**config.mk**
```make
export PLATFORM = sky130hd
export DESIGN_NAME = sweep_dwell_timer
export DESIGN_NICKNAME = d
export VERILOG_FILES = /design/src/rtl/nibble_sweep_checker_pkg.sv /design/src/rtl/nibble_sweep_checker_dwell_timer.sv
export SDC_FILE = /design/constraint.sdc
export NUM_CORES = 1
export LEC_CHECK = 0
export CORE_MARGIN = 2
export CORE_UTILIZATION = 35
export DETAILED_ROUTE_END_ITERATION = 6
export PLACE_DENSITY_LB_ADDON = 0.15
export SLEW_MARGIN = 20
export SYNTH_ARGS = -nofsm -noshare
export SYNTH_HDL_FRONTEND = slang
export SYNTH_SLANG_ARGS = --single-unit
```
**constraint.sdc**
```tcl
create_clock -name clk -period 2 [get_ports clk]
set_input_delay 0.4 -clock clk [delete_from_list [all_inputs] [get_ports clk]]
set_output_delay 0.4 -clock clk [all_outputs]
set_load 0.02 [all_outputs]
```
**src/rtl/nibble_sweep_checker_pkg.sv**
```systemverilog
// Shared definitions for the nibble sweep checker.
// Contents: FSM state encoding (one-hot, 3 bits), code/error/dwell widths,
// the last stimulus code, and a truth-table lookup helper.
package nibble_sweep_pkg;

    localparam int CODE_W  = 4;
    localparam int ERR_W   = 5;   // holds 0..16 mismatching codes
    localparam int DWELL_W = 8;   // dwell lengths up to 255 cycles

    localparam logic [CODE_W-1:0] LAST_CODE = 4'hF;

    typedef enum logic [2:0] {
        ST_IDLE  = 3'b001,
        ST_DRIVE = 3'b010,
        ST_DONE  = 3'b100
    } state_t;

    // Bit 'code' of a 16-entry truth table is the expected LED level for that code.
    function automatic logic exp_bit(input logic [15:0] tt, input logic [CODE_W-1:0] code);
        return tt[code];
    endfunction

endpackage

```
**src/rtl/nibble_sweep_checker_dwell_timer.sv**
```systemverilog
// Dwell timer: counts 0..DWELL_CYCLES-1 for each stimulus code.
// Ports:
//   clk, rst_n    clock, asynchronous active-low reset
//   clear         restart the count at 0 (has priority over en)
//   en            advance the count
//   count         current dwell position
//   sample_pulse  count==SETTLE_CYCLES while enabled: LEDs are settled
//   wrap_pulse    count==DWELL_CYCLES-1 while enabled: last cycle of the code
module sweep_dwell_timer
    import nibble_sweep_pkg::*;
#(
    parameter int DWELL_CYCLES  = 10,
    parameter int SETTLE_CYCLES = 2
) (
    input  logic               clk,
    input  logic               rst_n,
    input  logic               clear,
    input  logic               en,
    output logic [DWELL_W-1:0] count,
    output logic               sample_pulse,
    output logic               wrap_pulse
);

    localparam logic [DWELL_W-1:0] SETTLE_V = DWELL_W'(SETTLE_CYCLES);
    localparam logic [DWELL_W-1:0] LAST_V   = DWELL_W'(DWELL_CYCLES - 1);

    assign sample_pulse = en && !clear && (count == SETTLE_V);
    assign wrap_pulse   = en && !clear && (count == LAST_V);

    always_ff @(posedge clk or negedge rst_n) begin
        if (!rst_n) begin
            count <= '0;
        end else if (clear) begin
            count <= '0;
        end else if (en) begin
            count <= wrap_pulse ? '0 : count + 1'b1;
        end
    end

endmodule

```
# Word-level counts from Yosys, hierarchy flattened

Cells that the tools add are included.

Word-level logic and storage cells: 12
Flip-flop bits (word level): 8
Input port bits: 4
Output and inout port bits: 10

Eq/ne operators: 2
Reduce and logical (&&, ||, !) cells: 5
$add $sub $neg: 1
Multiplexer cells: 3

Operators by type and width:

| kind                | count |
|---|---|
| $mux 8              | 3 |
| $add 8x1->8 const B | 1 |
| $eq 8x2->1 const B  | 1 |
| $eq 8x4->1 const B  | 1 |
| $logic_and 1x1->1   | 3 |
| $reduce_bool 2->1   | 1 |
| $logic_not 1->1     | 1 |

# Depth between registers and ports, before layout

Gate-level depths: netlist (run 1).

Depth after elaboration: 6
Depth in mapped cells: 5

# Worst setup path before layout (run 1)

OpenSTA, ideal clock, no wires.

Path type: flip-flop to output port
Start: register count[2]
End: output port sample_pulse
Required time: 1600 ps
Slack: 7 ps
Cell stages (with the launch flop): 4
Arrival: 1593 ps
Path through: dfrtp_1 nor3_2 nand2_1 nor4b_1

Word-level cells in the longest chain between the ends: 2

Ends and longest elaborated chain:

| what                     | RTL line                               | text |
|---|---|---|
| start: declaration       | nibble_sweep_checker_dwell_timer.sv:19 | `output logic [DWELL_W-1:0] count,` |
| start signal: assignment | nibble_sweep_checker_dwell_timer.sv:36 | `count <= wrap_pulse ? '0 : count + 1'b1;` |
| $eq 8x2->1               | nibble_sweep_checker_dwell_timer.sv:27 | `assign sample_pulse = en && !clear && (count == SETTLE_V);` |
| $logic_and 1x1->1        | nibble_sweep_checker_dwell_timer.sv:27 |  |
| end: declaration         | nibble_sweep_checker_dwell_timer.sv:20 | `output logic sample_pulse,` |

No other way between the ends.

# Worst setup path after layout (run 1)

Start: input port clear
End: output port wrap_pulse

Word-level cells in the longest chain between the ends: 3

Ends and longest elaborated chain:

| what                            | RTL line                               | text |
|---|---|---|
| start: declaration              | nibble_sweep_checker_dwell_timer.sv:17 | `input logic clear,` |
| $logic_not 1->1                 | nibble_sweep_checker_dwell_timer.sv:28 | `assign wrap_pulse = en && !clear && (count == LAST_V);` |
| $logic_and 1x1->1 (2 in series) | nibble_sweep_checker_dwell_timer.sv:28 |  |
| end: declaration                | nibble_sweep_checker_dwell_timer.sv:21 | `output logic wrap_pulse` |

No other way between the ends.

==> impl.org, run 1 <==
** Synth
- Counting flops with an async set or reset pin after synthesis yields a share of 100%.
- Number of register bits inferred by synthesis :: 8
- Number of instances in the synthesized netlist :: 53
- Distinct cells, synth :: 25
- Number of enable-type register cells in the synthesized netlist :: 0
- Sequential cell area fraction in the yosys report :: 41.0%
- In the post-synthesis netlist, the cell with the most instances is sky130_fd_sc_hd__dfrtp_1.
- Total nets after synthesis :: 60
- By area the synthesized netlist is led by sky130_fd_sc_hd__dfrtp_1, sky130_fd_sc_hd__ha_1, sky130_fd_sc_hd__nand2_1, sky130_fd_sc_hd__a31oi_1, sky130_fd_sc_hd__nand3_1.
- sky130_fd_sc_hd__dfrtp_1 takes more of the synthesized area than any other cell.
- Yosys top cell area share :: 41.0%
- The synthesized netlist occupies a cell area of 488 um^2.
- Most frequently used flop master after synthesis :: sky130_fd_sc_hd__dfrtp_1
- In this run the mean area of a mapped cell was 9.21 um^2.
- Yosys warning total :: 0
- Top cells by count, synth :: sky130_fd_sc_hd__dfrtp_1, sky130_fd_sc_hd__nand2_1, sky130_fd_sc_hd__a31oi_1, sky130_fd_sc_hd__nand3_1

** Layout
- Registers with the most flip-flops :: count (8)
- Share of cells above drive strength 1 :: 25.9%
- Area grow syn2layout :: 54.1%
- Total number of nets in the final design :: 90
- Reg with most FFs :: count
- Number of flip-flops under the largest register name :: 8
- Final antenna diode count :: 0
- For this run, the share of the core covered by cells in the final layout is 57.8%.
- Final standard cell count with taps included and fillers excluded :: 96

** Global route
- The first global-routing pass estimated 1.88 mm of wire.
- The via count of the first global-routing pass came to 433.
- Global routing used 17.5% of the available tracks.
- Largest net degree at the start of global routing :: 9
- Global routing finished with a remaining overflow of 0.
- The number of antenna violations at the first check in global routing was 0.

** STA
- The final hold violation count was 0.
- Final Skew :: 0.00188 ns
- Maximum operating frequency :: 519 MHz
- Worst slew pin tran :: 0.388 ns
- Count of final setup violators :: 0
- Minimum clock period after layout :: 1.92 ns
- Final period utilization :: 96.2%
- Normalized max-slew margin :: 74.0%
- Setup repair after global routing left no endpoint under its margin.
- Max Transition Viols Final :: 0

** Clock tree
- In this run the number of H-tree levels came out at 1.
- The clock reaches the later pin of the worst-skew pair after 0.25 ns.
- Postcts setup bufs :: 0
- TritonCTS Buffers :: 3
- Reg clk slew, reported paths :: 0.05 ns
- Counting along the longest clock path gives a buffer depth of 2.
- TritonCTS built the clock tree.
- Clock sink count :: 8
- The root buffer cell chosen for the clock tree is sky130_fd_sc_hd__clkbuf_4.

** Floorplanning
- In this run the vertical extent of the chip is 41.3 um.
- Measured along the x axis, the die boundary spans 41.3 um.
- The die covers 1710 um^2.
- Core Rows :: 13
- The initial utilization of the core area, before any placement, comes to 37.5%.
- Core outline area :: 1300 um^2
- 14 I/O pins were placed.

** Worst setup path
- Cells traversed along the worst timing path :: clkdlybuf4s50_1 > nand2b_1 > nor3_1 > dlygate4sd2_1
- Critical path destination :: wrap_pulse
- Cell family with the largest share of critical-path delay :: buffers and inverters
- Critical Path Sink Type :: primary output
- STA classifies the critical path startpoint as an input port.
- The worst register-to-register path begins at count[1]$_DFFE_PN0P_.
- Setup slack on the worst flop-to-flop path :: 0.45 ns
- The worst setup path is of the input port to primary output kind.
- STA puts the critical path data required time at 1.60 ns.
- The number of cells on the worst reg-to-reg path is 6.
- STA puts the critical path data arrival time at 1.52 ns.
- Counting buffers and inverters, the worst setup path is 4 cells deep.
- The critical path starts at clear.
- The critical path contains buffers and inverters numbering 2 combined.
- In this run the critical register-to-register path is captured at count[6]$_DFFE_PN0P_.
- Biggest fanout along the worst timing path :: 3
- Slowest stage cell, crit path :: sky130_fd_sc_hd__clkdlybuf4s50_1
- Delay of the slowest cell on the worst path :: 0.41 ns

** Detailed routing
- After the first detailed-routing iteration, the DRC count stood at 11.
- Routed wire length :: 1.19 mm
- Dividing the detail-routed wire length by the instance count gives 12.3 um.
- Before antenna repair, the detailed router went through 4 iterations.
- Via density per instance :: 5.03
- DRC errors left :: 0
- The count of nets left with antenna violations once routing finished came out at 0.
- Detailed routing inserted a total of 483 vias.

** Placed design
- Final weighted congestion of routability-driven global placement :: 0.691
- Buffers placed on the I/O ports in this run total 13.
- Detailed placement finished with a half-perimeter wire length of 920 um.
- Post-Place Cells :: 93

** Power
- In this run the power density over the cells is 591 nW/um^2.
- Leak Pwr :: 0.000343 uW
- Peak supply drop :: 0.396 mV

** Job
- Max-cap violations in this run came to 0.

** Worst hold path
- Path type of the worst min-delay path :: input port to asynchronous set/reset pin

** Run status
- Result of the run :: complete, no violations
placed cells by master (no fill, tap or decap):
cell and instances:
sky130_fd_sc_hd__a21oi_1 3, sky130_fd_sc_hd__a31oi_1 4, sky130_fd_sc_hd__a41o_1 1, sky130_fd_sc_hd__a41oi_2 1, sky130_fd_sc_hd__and3_1 1, sky130_fd_sc_hd__and4_1 1
sky130_fd_sc_hd__buf_2 1, sky130_fd_sc_hd__buf_4 13, sky130_fd_sc_hd__clkbuf_4 3, sky130_fd_sc_hd__clkdlybuf4s50_1 11, sky130_fd_sc_hd__dfrtp_1 8, sky130_fd_sc_hd__dlygate4sd2_1 1
sky130_fd_sc_hd__ha_1 3, sky130_fd_sc_hd__inv_1 2, sky130_fd_sc_hd__mux2i_1 1, sky130_fd_sc_hd__nand2_1 7, sky130_fd_sc_hd__nand2b_1 3, sky130_fd_sc_hd__nand3_1 4
sky130_fd_sc_hd__nand4_1 1, sky130_fd_sc_hd__nor2_1 2, sky130_fd_sc_hd__nor3_1 1, sky130_fd_sc_hd__nor3_2 1, sky130_fd_sc_hd__nor4b_2 1, sky130_fd_sc_hd__o21ai_1 2
sky130_fd_sc_hd__o22ai_1 1, sky130_fd_sc_hd__or2_0 1, sky130_fd_sc_hd__or2_2 1, sky130_fd_sc_hd__or3_1 1, sky130_fd_sc_hd__xor2_1 1
cell type report:
class	instances	area [um^2]
inverter	2	7.51
sequential	8	200
timing repair buffer	26	221
fill	126	549
clock buffer	3	22.5
tap	15	18.8
multi-input combinational	42	282
worst min path at each step:
stage                            to  slack (ns)  cells past startpoint
3_3_place_gp   count[7]$_DFFE_PN0P_        0.54                      2
4_1_cts        count[3]$_DFFE_PN0P_        0.45                      1
5_1_grt        count[7]$_DFFE_PN0P_        0.47                      1
3_5_place_dp   count[7]$_DFFE_PN0P_        0.55                      2
6_report       count[3]$_DFFE_PN0P_        0.44                      1
2_1_floorplan  count[0]$_DFFE_PN0P_        0.10                      0
stage by stage:
stage	power [uW]	setup WS, ns	instance area, um^2	hold slack (ns)	TNS (ns)
after floorplan	246	0.00741	488	0.104	0
after global placement	324	-0.305	729	0.537	-0.497
after detailed placement	326	-0.317	729	0.548	-0.518
after CTS	451	0.0266	752	0.448	0
after global routing	477	0.0168	752	0.472	0
final	445	0.0750	752	0.439	0
report_power, final:
part	leakage, uW	internal [uW]	total, uW	switching (uW)
combinational	0.000219	70.9	143	71.7
sequential	0.000110	173	181	8.10
clock	0.0000138	68.5	121	52.7
cells by family after synthesis:
group	synth area share [%]
mux	2.05
xor+xnor	1.80
flops	41.0
fa+ha+maj	7.69
buf+inv	2.56
compound gates	16.9
simple gates	28.0
worst register-to-register path: cells and delay by family, from the launching register on:
| family | cells | cell delay, ns |
|---|---|---|
| AND/OR/NAND/NOR | 2 | 0.44 |
| flip-flops | 1 | 0.37 |
| AO/OA/AOI/OAI | 1 | 0.26 |
| buffers and inverters | 2 | 0.22 |
| adder cells (fa/ha/maj) | 1 | 0.20 |
layer usage:
layer / routed length [um] / part of all wire, % / track usage, % / vias up
met5: 0 / 0 / 0 / -
met4: 9 / 0.76 / 4.84 / 0
met3: 38 / 3.2 / 6.38 / 2
met2: 588 / 50 / 27.7 / 9
met1: 548 / 46 / 22.3 / 220
li1: - / - / - / 252
repair_timing:
| action | 4_1_cts | 5_1_grt |
|---|---|---|
| hold buffers | 0 | 0 |
| resized for setup | 5 | 2 |
| setup endpoints to repair | 2 | 1 |
(Power assumes the default switching activity.)
==> inputs of run 2 (changes only) <==
--- a/config.mk
+++ b/config.mk
@@ -9,6 +9,7 @@
 export CORE_UTILIZATION = 35
 export DETAILED_ROUTE_END_ITERATION = 6
 export PLACE_DENSITY_LB_ADDON = 0.15
+export REMOVE_ABC_BUFFERS = 1
 export SLEW_MARGIN = 20
 export SYNTH_ARGS = -nofsm -noshare
 export SYNTH_HDL_FRONTEND = slang
==> run 2 against run 1 <==
Against the previous run: wire length down 6.0%; clock-buffer cell count unchanged; clock power about the same; total power up 0.53%; largest cell class unchanged.
==> impl.org, run 2 (same netlist as run 1, synthesis figures left out) <==
** Worst setup path
- Biggest fanout along the worst timing path :: 2 (was 3)
- The cell with the largest stage delay on the worst path was sky130_fd_sc_hd__clkdlybuf4s50_1 (unchanged).
- The count of buffering cells on the critical path with inverters included was 3 (was 2).
- CP Launch Type :: input port (unchanged)
- Delay of the slowest cell on the worst path :: 0.42 ns (was 0.41 ns)
- The startpoint-to-endpoint class of the critical path is input port to primary output (unchanged).
- Cells traversed along the worst timing path: clkdlybuf4s50_1 > nand2b_1 > buf_4 > nor3_1 > buf_2 (was clkdlybuf4s50_1 > nand2b_1 > nor3_1 > dlygate4sd2_1).
- Critical Path Sink Type :: primary output (unchanged)
- Arrival time of the worst setup path :: 1.47 ns (was 1.52 ns)
- The worst endpoint required time is 1.60 ns (about the same).
- Cell family with the largest share of critical-path delay :: buffers and inverters (unchanged)

** Layout
- The most common cell after layout, fill and taps aside was sky130_fd_sc_hd__buf_4 (unchanged).
- The proportion of layout cells with a drive suffix above 1 is 28.9% (was 25.9%).
- Area grow syn2layout :: 56.4% (was 54.1%)
- Final antenna diode count :: 0 (unchanged)
- The final design instance area without fill was 763 um^2 (was 752 um^2).
- Registers with the most flip-flops :: count (8) (unchanged)
- Number of flip-flops under the largest register name :: 8 (unchanged)
- Reg with most FFs :: count (unchanged)
- The final-layout fill cell count came to 129 (was 126).
- The number of nets in the layout came to 92 (was 90).
- Utilization after layout :: 58.7% (was 57.8%)
- Most frequent cells in the layout: sky130_fd_sc_hd__buf_4, sky130_fd_sc_hd__clkdlybuf4s50_1, sky130_fd_sc_hd__dfrtp_1 (unchanged).
- Register area :: 200 um^2 (unchanged)
- The total area of multi-input combinational cells was 282 um^2 (unchanged).

** Clock tree
- Hold buffers post-CTS :: 0 (unchanged)
- TritonCTS Buffers :: 3 (unchanged)
- Clk root buf :: sky130_fd_sc_hd__clkbuf_4 (unchanged)
- The TritonCTS clock tree was built (unchanged).
- The clock slew seen by the registers of the worst setup and hold paths is 0.05 ns (about the same).
- The number of clock sinks was 8 (unchanged).
- Postcts setup bufs :: 0 (unchanged)
- Latest clock arrival within the worst-skew pair :: 0.25 ns (about the same)
- Largest buffer count on any clock path :: 2 (unchanged)
- The maximum level of the CTS H-tree came to 1 (unchanged).

** Global route
- The number of antenna violations at the first check in global routing was 0 (unchanged).
- The overall overflow remaining after global route is 0 (unchanged).
- The via count of the first global-routing pass was 404 (was 433).
- The wire length of the first global-routing pass came to 1.82 mm (was 1.88 mm).
- GRT Total Usage :: 16.7% (was 17.5%)
- Largest net degree at the start of global routing :: 9 (unchanged)

** STA
- The final hold violation count is 0 (unchanged).
- Worst slew pin tran :: 0.387 ns (was 0.388 ns)
- The relative max-transition margin came to 74.1% (was 74.0%).
- The worst-case hold slack came to 0.438 ns (was 0.439 ns).
- Count of final setup violators :: 0 (unchanged)
- The highest clock frequency the design can meet was 534 MHz (was 519 MHz).
- Final Skew :: 0.00170 ns (was 0.00188 ns)
- The final critical-path share of the clock period is 93.6% (was 96.2%).
- Final-layout setup total negative slack :: 0 ns (unchanged)
- The clock period minus final worst setup slack is 1.87 ns (was 1.92 ns).
- The final setup slack of the worst path is 0.127 ns (was 0.0750 ns).
- Unrepaired setup endpoints after global routing: no (unchanged).
- Max Transition Viols Final :: 0 (unchanged)

** Floorplanning
- Die extent in x :: 41.3 um (unchanged)
- The area of the core is 1300 um^2 (unchanged).
- The effective utilization at floorplan is 37.5% (unchanged).
- The vertical extent of the die is 41.3 um (unchanged).
- The number of placed I/O pins was 14 (unchanged).
- The cell row count was 13 (unchanged).
- The area of the die is 1710 um^2 (unchanged).

** Placed design
- The instance area at placement is 744 um^2 (was 729 um^2).
- Final weighted congestion of routability-driven global placement :: 0.672 (was 0.691)
- Final HPWL from detailed placement :: 901 um (was 920 um)
- The count of input and output buffers was 13 (unchanged).
- The minimum setup slack after placement came to -0.342 ns (was -0.317 ns).

** Detailed routing
- Initial drt markers :: 15 (was 11)
- The total wirelength of the detailed-routed design was 1.11 mm (was 1.19 mm).
- The vias after detailed routing was 487 (was 483).
- The total DRC errors in the routed layout came to 0 (unchanged).
- The iteration count of the initial detailed-routing pass is 4 (unchanged).
- Number of nets still failing antenna checks after routing :: 0 (unchanged)
- The wire length per cell was 11.4 um (was 12.3 um).
- Via density per instance :: 4.97 (was 5.03)

** Job
- # Max-Cap Violations :: 0 (unchanged)

** Worst hold path
- Path type of the worst min-delay path :: input port to asynchronous set/reset pin (unchanged)

** Power
- Leak Pwr :: 0.000349 uW (was 0.000343 uW)
- The power density over cell area was 586 nW/um^2 (was 591 nW/um^2).
- The peak supply drop came to 0.354 mV (was 0.396 mV).

** Run status
- Result of the run :: complete, no violations (unchanged)
## run 2: worst register-to-register path, cell delays in order (launching register included)
cell and delay (ns):
sky130_fd_sc_hd__dfrtp_1 0.40, sky130_fd_sc_hd__ha_1 0.23, sky130_fd_sc_hd__buf_4 0.14, sky130_fd_sc_hd__a41o_1 0.23
sky130_fd_sc_hd__or3_1 0.35, sky130_fd_sc_hd__nand3_1 0.08
## run 2: final timing paths
check / start / depth (start not counted) / endpoint / slack (ns)
worst min-delay path: rst_n / 1 / count[3]$_DFFE_PN0P_ / 0.44
min in group clk: count[7]$_DFFE_PN0P_ / 2 / count[7]$_DFFE_PN0P_ / 0.56
worst min register to register: count[7]$_DFFE_PN0P_ / 2 / count[7]$_DFFE_PN0P_ / 0.56
worst max-delay path: clear / 5 / wrap_pulse / 0.13
max in group asynchronous: rst_n / 1 / count[4]$_DFFE_PN0P_ / 1.29
worst max register to register: count[0]$_DFFE_PN0P_ / 5 / count[6]$_DFFE_PN0P_ / 0.50
## run 2: where the power goes
part	internal [uW]	switching, uW	leakage, uW
Combinational	73.3	70.3	0.000226
Sequential	173	8.59	0.000110
Clock	68.6	53.4	0.0000138
## run 2: what timing repair did
| item | CTS | global route |
|---|---|---|
| endpoints found under the hold margin | 0 | 0 |
| setup endpoints to repair | 2 | 2 |
| resized for setup | 8 | 3 |
## run 2: metrics by stage
stage          instances  power (uW)
3_3_place_gp          95         327
6_report              98         447
4_1_cts               98         455
2_1_floorplan         52         246
5_1_grt               98         480
3_5_place_dp          95         327
## run 2: final cells by class
class | instances | area share (%)
Inverter | 2 | 0.984
Tap cell | 15 | 2.46
Timing Repair Buffer | 28 | 30.5
Sequential cell | 8 | 26.2
Multi-Input combinational cell | 42 | 36.9
Clock buffer | 3 | 2.95
## run 2: per-layer routing
metal	global-route usage, %	part of all wire [%]
met2	23.8	48
met1	23.1	48
met5	0	0
met3	6.38	4.1
met4	4.84	0
==> inputs of run 3 (changes only) <==
--- a/config.mk
+++ b/config.mk
@@ -5,6 +5,8 @@
 export SDC_FILE = /design/constraint.sdc
 export NUM_CORES = 1
 export LEC_CHECK = 0
+export ABC_AREA = 1
+export CORE_ASPECT_RATIO = 0.8
 export CORE_MARGIN = 2
 export CORE_UTILIZATION = 35
 export DETAILED_ROUTE_END_ITERATION = 6
==> run 3 against run 2 <==
Against the previous run: critical path type unchanged; largest cell class unchanged; core utilization is 6.1 points lower; clock power is 4% higher; combinational power is 58% lower.
==> impl.org, run 3 <==
** Placed design
- The count of input and output buffers was 13 (unchanged).
- Worst slack after detailed placement :: -0.255 ns (was -0.342 ns)
- Final weighted congestion of routability-driven global placement :: 0.798 (was 0.672)
- The HPWL after detailed placement is 1.04 mm (was 901 um).

** Synth
- The cell type with the highest aggregate area in the netlist was sky130_fd_sc_hd__dfrtp_1 (unchanged).
- The fraction of post-synthesis cell area in the top cell type by area is 34.8% (was 41.0%).
- Netlist area before placement :: 576 um^2 (was 488 um^2)
- Sequential cell area fraction in the yosys report :: 34.8% (was 41.0%)
- Mean post-synth cell area :: 7.57 um^2 (was 9.21 um^2)
- Distinct cells, synth :: 18 (was 25)
- Number of instances in the synthesized netlist :: 76 (was 53)
- Top cells by count, synth: sky130_fd_sc_hd__nand2_1, sky130_fd_sc_hd__dfrtp_1, sky130_fd_sc_hd__inv_1 (was sky130_fd_sc_hd__dfrtp_1, sky130_fd_sc_hd__nand2_1, sky130_fd_sc_hd__a31oi_1, sky130_fd_sc_hd__nand3_1).
- Yosys warning total :: 0 (unchanged)
- Most common cell in the netlist :: sky130_fd_sc_hd__nand2_1 (was sky130_fd_sc_hd__dfrtp_1)
- The count of flip-flops with a built-in enable after synthesis came to 0 (unchanged).
- Fraction of synthesis flops using an asynchronous set or reset pin :: 100% (unchanged)
- Leading cell types by total area after synthesis: sky130_fd_sc_hd__dfrtp_1, sky130_fd_sc_hd__nand2_1, sky130_fd_sc_hd__ha_1, sky130_fd_sc_hd__nand3_1, sky130_fd_sc_hd__nand4_1 (was sky130_fd_sc_hd__dfrtp_1, sky130_fd_sc_hd__ha_1, sky130_fd_sc_hd__nand2_1, sky130_fd_sc_hd__a31oi_1, sky130_fd_sc_hd__nand3_1).
- Number of register bits inferred by synthesis :: 8 (unchanged)
- The leading register cell type out of synthesis is sky130_fd_sc_hd__dfrtp_1 (unchanged).

** Global route
- Largest net degree at the start of global routing :: 10 (was 9)
- GRT Total Usage :: 16.3% (was 16.7%)
- The number of antenna violations at the first check in global routing is 0 (unchanged).
- The wire length of the first global-routing pass came to 2.33 mm (was 1.82 mm).
- The via count of the first global-routing pass is 534 (was 404).
- Aggregate global routing overflow :: 0 (unchanged)

** Clock tree
- The hold buffer count at CTS is 0 (unchanged).
- # resized after CTS :: 2 (was 8)
- The TritonCTS buffer count is 3 (unchanged).
- The number of clock sinks is 8 (unchanged).
- The cell at the root of the clock tree was sky130_fd_sc_hd__clkbuf_4 (unchanged).
- The maximum level of the CTS H-tree came to 1 (unchanged).
- The clock insertion delay at the later pin of the skew report is 0.26 ns (was 0.25 ns).
- Clock tree from TritonCTS :: built (unchanged)
- The maximum number of buffers from clock root to sink came to 2 (unchanged).
- Postcts setup bufs :: 0 (unchanged)
- Reg clk slew, reported paths :: 0.06 ns (was 0.05 ns)

** Worst setup path
- The worst setup slack for register-to-register paths came to 0.74 ns (was 0.50 ns).
- Biggest fanout along the worst timing path :: 3 (was 2)
- The startpoint type of the worst setup path was an input port (unchanged).
- The data arrival time of the worst path was 1.48 ns (was 1.47 ns).
- The critical path endpoint category was a primary output (unchanged).
- The worst endpoint required time was 1.60 ns (about the same).
- The startpoint-to-endpoint class of the critical path was input port to primary output (unchanged).

** Layout
- Most common library cell in the layout ignoring fill and taps :: sky130_fd_sc_hd__nand2_1 (was sky130_fd_sc_hd__buf_4)
- Final antenna diode count :: 0 (unchanged)
- Number of flip-flops under the largest register name :: 8 (unchanged)
- The register ranked first by flip-flop count is count (unchanged).
- Utilization after layout :: 52.6% (was 58.7%)
- Total number of nets in the final design :: 112 (was 92)
- Most frequent cells in the layout: sky130_fd_sc_hd__nand2_1, sky130_fd_sc_hd__buf_4, sky130_fd_sc_hd__clkdlybuf4s50_1 (was sky130_fd_sc_hd__buf_4, sky130_fd_sc_hd__clkdlybuf4s50_1, sky130_fd_sc_hd__dfrtp_1).
- Share of cells above drive strength 1 :: 26.2% (was 28.9%)
- Registers with the most flip-flops: count (8) (unchanged).
- Area grow syn2layout :: 44.1% (was 56.4%)

** STA
- Final worst-path setup slack :: 0.121 ns (was 0.127 ns)
- Final hold viol count :: 0 (unchanged)
- Worst slew pin tran :: 0.393 ns (was 0.387 ns)
- The total negative setup slack is 0 ns (unchanged).
- Minimum clock period after layout :: 1.88 ns (was 1.87 ns)
- The number of max-slew violations in the final report is 0 (unchanged).
- Final period utilization :: 94.0% (was 93.6%)
- Unrepaired setup endpoints after global routing :: no (unchanged)
- Maximum operating frequency :: 532 MHz (was 534 MHz)
- Normalized max-slew margin :: 73.7% (was 74.1%)
- The clock skew after layout is 0.000382 ns (was 0.00170 ns).
- Count of final setup violators :: 0 (unchanged)
- Tightest hold margin :: 0.433 ns (was 0.438 ns)

** Run status
- Result of the run: complete, no violations (unchanged).

** Power
- The leakage power figure was 0.000403 uW (was 0.000349 uW).
- Pwr dens :: 429 nW/um^2 (was 586 nW/um^2)
- The peak supply drop came to 0.242 mV (was 0.354 mV).

** Detailed routing
- The total DRC errors in the routed layout came to 0 (unchanged).
- Count of TritonRoute iterations in the first routing pass :: 5 (was 4)
- Overall via count from detail_route :: 551 (was 487)
- The number of nets still failing antenna checks after routing is 0 (unchanged).
- The ratio of routed vias to standard cells is 4.41 (was 4.97).
- Initial drt markers :: 3 (was 15)
- Average detailed-routed wire length per instance :: 10.9 um (was 11.4 um)
- The total wirelength of the detailed-routed design is 1.36 mm (was 1.11 mm).

** Floorplanning
- The cell row count came to 13 (unchanged).
- Starting utilization of the core area :: 36.5% (was 37.5%)
- Area of the die :: 1990 um^2 (was 1710 um^2)
- IO Pins :: 14 (unchanged)
- Core outline area :: 1580 um^2 (was 1300 um^2)
- Die extent in x :: 49.3 um (was 41.3 um)
- Vert. Die Dim :: 40.3 um (was 41.3 um)

** Worst hold path
- Path type of the worst min-delay path :: input port to asynchronous set/reset pin (unchanged)

** Job
- The count of max-cap constraint violations came to 0 (unchanged).
## run 3: cell types whose count changed after synthesis, sizes merged, moves of 2 or more
cell and delta:
inv +8, or2 -2, a21oi -3, nand3 +4
a31oi -4, nor2 +5, nand2 +19, nand2b -3
nand4 +4
## run 3: path summary, 6_finish.rpt
check,start,to,cells past startpoint
max,clear,wrap_pulse,4
min,rst_n,count[3]$_DFFE_PN0P_,1
max reg2reg,count[0]$_DFFE_PN0P_,count[4]$_DFFE_PN0P_,6
min reg2reg,count[5]$_DFFE_PN0P_,count[5]$_DFFE_PN0P_,3
max in group asynchronous,rst_n,count[6]$_DFFE_PN0P_,1
min in group clk,count[5]$_DFFE_PN0P_,count[5]$_DFFE_PN0P_,3
## run 3: cell type report
type	instances	area (um^2)
repair buffers	25	215
multi-input cells	57	327
inverters	10	37.5
fillers	166	748
flip-flops and latches	8	200
well taps	22	27.5
clock buffers	3	22.5
## run 3: cell families (layout without fill, tap and decap cells)
logic type                 Yosys count  count (layout)  share of synthesized area, %
and+or+nand+nor                     49              49                          44.1
buffers and inverters               11              38                          8.48
DFF                                  8               8                          34.8
adders and majority gates            3               3                          6.52
AOI/OAI and AO/OA                    3               3                          3.04
xor gates and xnor gates             2               2                          3.04
## run 3: through the flow
step / power (uW) / instances / area [um^2]
final: 356 / 125 / 830
after global routing: 378 / 125 / 830
after CTS: 365 / 125 / 832
after detailed placement: 233 / 122 / 812
after global placement: 231 / 122 / 812
after floorplan: 197 / 75 / 564
## run 3: critical path: stages
cell                              delay [ns]
sky130_fd_sc_hd__clkdlybuf4s50_1        0.46
sky130_fd_sc_hd__buf_4                  0.17
sky130_fd_sc_hd__nor3_2                 0.13
sky130_fd_sc_hd__clkdlybuf4s15_1        0.31
## run 3: per-layer routing
layer  track usage (%)  vias to the layer above  wire (um)
met2              22.6                       11        554
met4              10.7                        0         14
met1              23.3                      240        745
li1                  -                      298          -
met3              2.99                        2         48
met5                 0                        -          0
## run 3: report_power, final
part / switching, uW / internal [uW]
sequential: 2.47 / 165
combinational: 33.2 / 27.9
clock: 58.3 / 68.9
